File: config.mk
export PLATFORM = sky130hd
export DESIGN_NAME = axi_sync_frame_gate
export DESIGN_NICKNAME = d
export VERILOG_FILES = /design/src/rtl/axi_sync_frame_gate_pkg.sv /design/src/rtl/axi_sync_frame_gate_stage.sv /design/src/rtl/axi_sync_frame_gate.sv
export SDC_FILE = /design/constraint.sdc
export NUM_CORES = 1
export LEC_CHECK = 0
export CAP_MARGIN = 0
export CORE_MARGIN = 4
export CORE_UTILIZATION = 50
export CTS_CLUSTER_SIZE = 12
export DETAILED_ROUTE_END_ITERATION = 6
export PLACE_DENSITY = 0.95
export SYNTH_ARGS = -nofsm -noshare
export SYNTH_HDL_FRONTEND = slang
export SYNTH_SLANG_ARGS = --single-unit
File: constraint.sdc
create_clock -name clk -period 4.3 [get_ports clk]
set_input_delay 0.645 -clock clk [delete_from_list [all_inputs] [get_ports clk]]
set_output_delay 0.645 -clock clk [all_outputs]
set_load 0.01 [all_outputs]
File: src/rtl/axi_sync_frame_gate_pkg.sv
// Shared defaults for the sync-word frame gate slice.
package axi_sync_frame_gate_pkg;

    localparam int unsigned SFG_DWIDTH_DEF   = 64;
    localparam int unsigned SFG_UWIDTH_DEF   = 1;
    localparam int unsigned SFG_LWIDTH_DEF   = 16;
    localparam int unsigned SFG_MAX_MISS_DEF = 3;
    localparam int unsigned SFG_FCNT_W       = 16;

endpackage

File: src/rtl/axi_sync_frame_gate_stage.sv
// Single AXI-stream register slice carrying {user, data, first, last}.
module axi_pipeline_stage #(
    parameter int unsigned DWIDTH = 64,
    parameter int unsigned UWIDTH = 1
) (
    input  logic              clk,
    input  logic              aresetn,
    input  logic              load,
    input  logic [DWIDTH-1:0] in_data,
    input  logic [UWIDTH-1:0] in_user,
    input  logic              in_first,
    input  logic              in_last,
    input  logic              out_ready,
    output logic              advance_c,
    output logic              out_valid,
    output logic [DWIDTH-1:0] out_data,
    output logic [UWIDTH-1:0] out_user,
    output logic              out_first,
    output logic              out_last
);

    assign advance_c = out_ready | ~out_valid;

    // Word is held until consumed; payload fields only change on a load.
    always_ff @(posedge clk) begin
        if (!aresetn) begin
            out_valid <= 1'b0;
            out_data  <= '0;
            out_user  <= '0;
            out_first <= 1'b0;
            out_last  <= 1'b0;
        end else if (advance_c) begin
            out_valid <= load;
            if (load) begin
                out_data  <= in_data;
                out_user  <= in_user;
                out_first <= in_first;
                out_last  <= in_last;
            end
        end
    end

endmodule

File: src/rtl/axi_sync_frame_gate.sv
// Flywheel frame synchroniser: hunts for the sync word, forwards payload with first/last tags.
module axi_sync_frame_gate
    import axi_sync_frame_gate_pkg::*;
#(
    parameter int unsigned DWIDTH   = SFG_DWIDTH_DEF,
    parameter int unsigned UWIDTH   = SFG_UWIDTH_DEF,
    parameter int unsigned LWIDTH   = SFG_LWIDTH_DEF,
    parameter int unsigned MAX_MISS = SFG_MAX_MISS_DEF
) (
    input  logic                  clk,
    input  logic                  aresetn,
    input  logic [LWIDTH-1:0]     frame_len,
    output logic                  s_axi_ready,
    input  logic                  s_axi_valid,
    input  logic [DWIDTH-1:0]     s_axi_data,
    input  logic [UWIDTH-1:0]     s_axi_user,
    input  logic                  s_axi_equal,
    input  logic                  m_axi_ready,
    output logic                  m_axi_valid,
    output logic [DWIDTH-1:0]     m_axi_data,
    output logic [UWIDTH-1:0]     m_axi_user,
    output logic                  m_axi_first,
    output logic                  m_axi_last,
    output logic                  locked,
    output logic                  sync_lost,
    output logic [SFG_FCNT_W-1:0] frame_count
);

    localparam int unsigned MISS_W = (MAX_MISS < 2) ? 1 : $clog2(MAX_MISS + 1);

    typedef enum logic [1:0] {
        ST_HUNT    = 2'd0,
        ST_PAYLOAD = 2'd1,
        ST_CHECK   = 2'd2
    } state_t;

    state_t                state_q, state_d;
    logic [LWIDTH-1:0]     cnt_q, cnt_d;
    logic [LWIDTH-1:0]     len_q, len_d;
    logic [MISS_W-1:0]     miss_q, miss_d;
    logic [SFG_FCNT_W-1:0] fcnt_q, fcnt_d;
    logic                  locked_q, locked_d;
    logic                  lost_q, lost_d;

    logic                  advance_c;
    logic                  accept_c;
    logic                  load_c;
    logic                  first_c;
    logic                  last_c;
    logic [LWIDTH-1:0]     len_new_c;

    assign s_axi_ready = advance_c;
    assign accept_c    = s_axi_valid & advance_c;
    assign len_new_c   = (frame_len == '0) ? LWIDTH'(1) : frame_len;

    assign locked      = locked_q;
    assign sync_lost   = lost_q;
    assign frame_count = fcnt_q;

    always_ff @(posedge clk) begin
        if (!aresetn) begin
            state_q  <= ST_HUNT;
            cnt_q    <= '0;
            len_q    <= LWIDTH'(1);
            miss_q   <= '0;
            fcnt_q   <= '0;
            locked_q <= 1'b0;
            lost_q   <= 1'b0;
        end else begin
            state_q  <= state_d;
            cnt_q    <= cnt_d;
            len_q    <= len_d;
            miss_q   <= miss_d;
            fcnt_q   <= fcnt_d;
            locked_q <= locked_d;
            lost_q   <= lost_d;
        end
    end

    // Next-state and payload tagging; nothing moves unless a word is accepted.
    always_comb begin
        state_d = state_q;
        cnt_d   = cnt_q;
        len_d   = len_q;
        miss_d  = miss_q;
        fcnt_d  = fcnt_q;
        lost_d  = 1'b0;
        load_c  = 1'b0;
        first_c = 1'b0;
        last_c  = 1'b0;

        if (accept_c) begin
            case (state_q)
                ST_HUNT: begin
                    if (s_axi_equal) begin
                        len_d   = len_new_c;
                        cnt_d   = '0;
                        miss_d  = '0;
                        state_d = ST_PAYLOAD;
                    end
                end
                ST_PAYLOAD: begin
                    load_c  = 1'b1;
                    first_c = (cnt_q == '0);
                    last_c  = (cnt_q == (len_q - LWIDTH'(1)));
                    if (last_c) begin
                        cnt_d   = '0;
                        fcnt_d  = fcnt_q + SFG_FCNT_W'(1);
                        state_d = ST_CHECK;
                    end else begin
                        cnt_d = cnt_q + LWIDTH'(1);
                    end
                end
                ST_CHECK: begin
                    if (s_axi_equal) begin
                        miss_d  = '0;
                        len_d   = len_new_c;
                        cnt_d   = '0;
                        state_d = ST_PAYLOAD;
                    end else if ((32'(miss_q) + 32'd1) < 32'(MAX_MISS)) begin
                        miss_d  = miss_q + MISS_W'(1);
                        len_d   = len_new_c;
                        cnt_d   = '0;
                        state_d = ST_PAYLOAD;
                    end else begin
                        state_d = ST_HUNT;
                        lost_d  = 1'b1;
                    end
                end
                default: begin
                    state_d = ST_HUNT;
                end
            endcase
        end
    end

    assign locked_d = (state_d != ST_HUNT);

    axi_pipeline_stage #(
        .DWIDTH (DWIDTH),
        .UWIDTH (UWIDTH)
    ) u_out_stage (
        .clk       (clk),
        .aresetn   (aresetn),
        .load      (load_c),
        .in_data   (s_axi_data),
        .in_user   (s_axi_user),
        .in_first  (first_c),
        .in_last   (last_c),
        .out_ready (m_axi_ready),
        .advance_c (advance_c),
        .out_valid (m_axi_valid),
        .out_data  (m_axi_data),
        .out_user  (m_axi_user),
        .out_first (m_axi_first),
        .out_last  (m_axi_last)
    );

endmodule

==> results.cfg <==
[status]
run_status = complete, no violations

[route]
vias_per_cell = 5.609
routedWlPerCell_um = 17.25
wl_um = 17180
ant_nets = 0
vias = 5587
drc = 0
drt_iter0_markers = 535
first_pass_iters = 6

[timing]
period_minus_slack_ps = 3330
final-max-slew-violation-count = 0
finalSetupViolCount = 0
min_period_over_period = 0.7744
relSlewSlack = 0.2699
tns_ps = 0
clock_skew_ps = 6.831
tightest_slew_ps = 1093
finalHoldViolations = 0
rsz0062_at_grt = false
fin_ws_ps = 969.9
fmax_mhz = 300.3

[hold_path]
hp-class = reg2reg
hold_depth = 2
hold_path_end = u_out_stage.out_data[44]
min_from = u_out_stage.out_data[44]

[synthesis]
synthFlopType = dfxtp_1
yosys-mux-area-fraction = 0.02344
seq_area_frac_synth = 0.4399
ys_top_cells_by_area = dfxtp_1 44%, nand2_1 12%, a21oi_1 7.1%
netlist_instances = 692
async_flop_share = 0
synth_top_family_by_area = simple AND/OR/NAND/NOR gates
synth-simple-area-share = 0.2991
ys_ff_latch = 122
syn_area_um2 = 5552
yosys.area.top_type = dfxtp_1
synth_top_area_frac = 0.4399
synth_cell_types = 54
yosys.area_share.adder = 0.01352
yosys_warnings = 0
synth_compound_area_frac = 0.1332
synth_edf_count = 0
synth_nets = 784
syn_avg_cell_area_um2 = 8.023
synth-xor-area-share = 0.04891

[grt]
grt_max_degree = 75
gr-total-overflow = 0
grtUsageTotal = 0.2706
grt_pass1_vias = 5538
grt_pass1_wl_um = 27860
antenna_found_initial = 0

[clock_network]
ctsHoldBuffers = 0
cts_resized = 0
ctsRootBufferMaster = clkbuf_8
clock_latency_ps = 520
cts.clk_slew.worst_paths_ps = 60
tritoncts.num_buffers = 17
htreeDepth = 4
clock-sinks = 122
cts_tree = yes
clock_path_buffers = 2
cts_setup_buffers = 0

[power_and_ir_drop]
ir_worst_vdd_mv = 0.3492
p_leak_nw = 2.729
power_density_nw_per_um2 = 396.0

[placement]
portBuffers = 172
gp_congestion = 0.8934
dp_slack_ps = 1137
dp_hpwl_um = 11140

[worst_setup_path]
start_kind = flop
crit_arrival_ps = 3700
rr_worst_depth = 10
r2r-end = cnt_q[7]
crit_type = reg2reg
crit_fanout = 22
r2r_slack_ps = 970
crit_path_end_kind = flop
timing.critical_path.required_ps = 4670
reg2reg_from = len_q[0]

[floorplan]
die-width_um = 113.4
die_h_um = 113.4
fp-row-count = 38
core-area_um2 = 10840
start_util = 0.5121
fp.dieArea_um2 = 12850
io_pins = 173

[final_layout]
fin_nets = 936
syn_to_final_growth_pct = 43.20
n_antenna_cell = 0
drive_above_1_share = 0.06425
final_cell_mix = 177 x nand2_1, 172 x clkdlybuf4s50_1, 122 x dfxtp_1
final_common_cell = nand2_1

[run]
cap_violations = 0
-- where the power goes --
group | switching [mW] | internal, mW
combinational | 0.251 | 0.203
clock | 0.490 | 0.998
sequential | 0.0352 | 1.17
total | 0.776 | 2.37
-- critical path: stages (launching register included) --
cell      delay, ps
dfxtp_1         360
inv_1            90
ha_1            380
nor4b_1         480
nand4_1         180
xnor2_1         170
nor3b_1         270
o221ai_2        140
buf_4           250
nor3_2          700
nor3_1          150
-- cells by family after synthesis --
family / after synthesis
adders and majority gates: 6
and+or+nand+nor: 339
xor gates and xnor gates: 31
muxes: 13
AOI/OAI and AO/OA: 124
buffers and inverters: 57
DFF: 122
-- metrics by stage --
stage / util / power [mW] / instance area [um2] / hold WS, ps / cells
floorplan: - / 1.474 / 5552 / 460.7 / 692
global placement: 0.6764 / 1.658 / 7332 / 440.0 / 965
detailed placement: 0.6764 / 1.666 / 7332 / 446.0 / 965
CTS: 0.7334 / 3.162 / 7950 / 453.6 / 996
global route: 0.7334 / 3.265 / 7950 / 471.6 / 996
finish: 0.7334 / 3.148 / 7950 / 453.9 / 996
-- how the worst max path moves through the flow --
stage / startpoint / to / slack (ps) / cells after the start
global placement: len_q[0] / cnt_q[11] / 1240 / 10
floorplan: len_q[0] / frame_count[15] / 1700 / 10
global route: len_q[0] / cnt_q[11] / 660 / 10
detailed placement: m_axi_ready / cnt_q[9] / 1140 / 8
finish: len_q[0] / cnt_q[7] / 970 / 10
CTS: len_q[0] / cnt_q[10] / 1020 / 10
-- per-layer routing --
layer	track usage	vias to the layer above	wire length (um)
met5	0	-	0
met3	0.09867	30	1565
li1	-	2691	-
met1	0.3045	2606	6444
met2	0.4637	260	8798
met4	0.1122	0	374
-- cells in the mapped netlist, drive strengths merged (7+ instances only) --
library cell,n
inv,10
nand2b,18
a22oi,12
nor3,33
nor4,17
dfxtp,122
o21ai,9
xor2,18
nor2,27
nor3b,7
clkbuf,37
mux2i,13
buf,10
nand4,14
xnor2,13
a21oi,79
nand2,177
nand3,17
-- final cells by class --
class	instances	area (um2)
Tap cell	140	175.2
Sequential cell	122	2442
Multi-Input combinational cell	513	2895
Clock inverter	7	137.6
Inverter	10	37.54
Fill cell	710	2890
Timing Repair Buffer	180	1782
Clock buffer	24	480.5
-- flip-flops by register name (all words and copies together), names as in the netlist --
name / flops
u_out_stage.out_data: 64
cnt_q: 16
frame_count: 16
len_q: 16
miss_q: 2
state_q: 2
locked: 1
sync_lost: 1
u_out_stage.out_first: 1
u_out_stage.out_last: 1
u_out_stage.out_user: 1
u_out_stage.out_valid: 1
No activity file was read; power rests on OpenSTA's default activity.
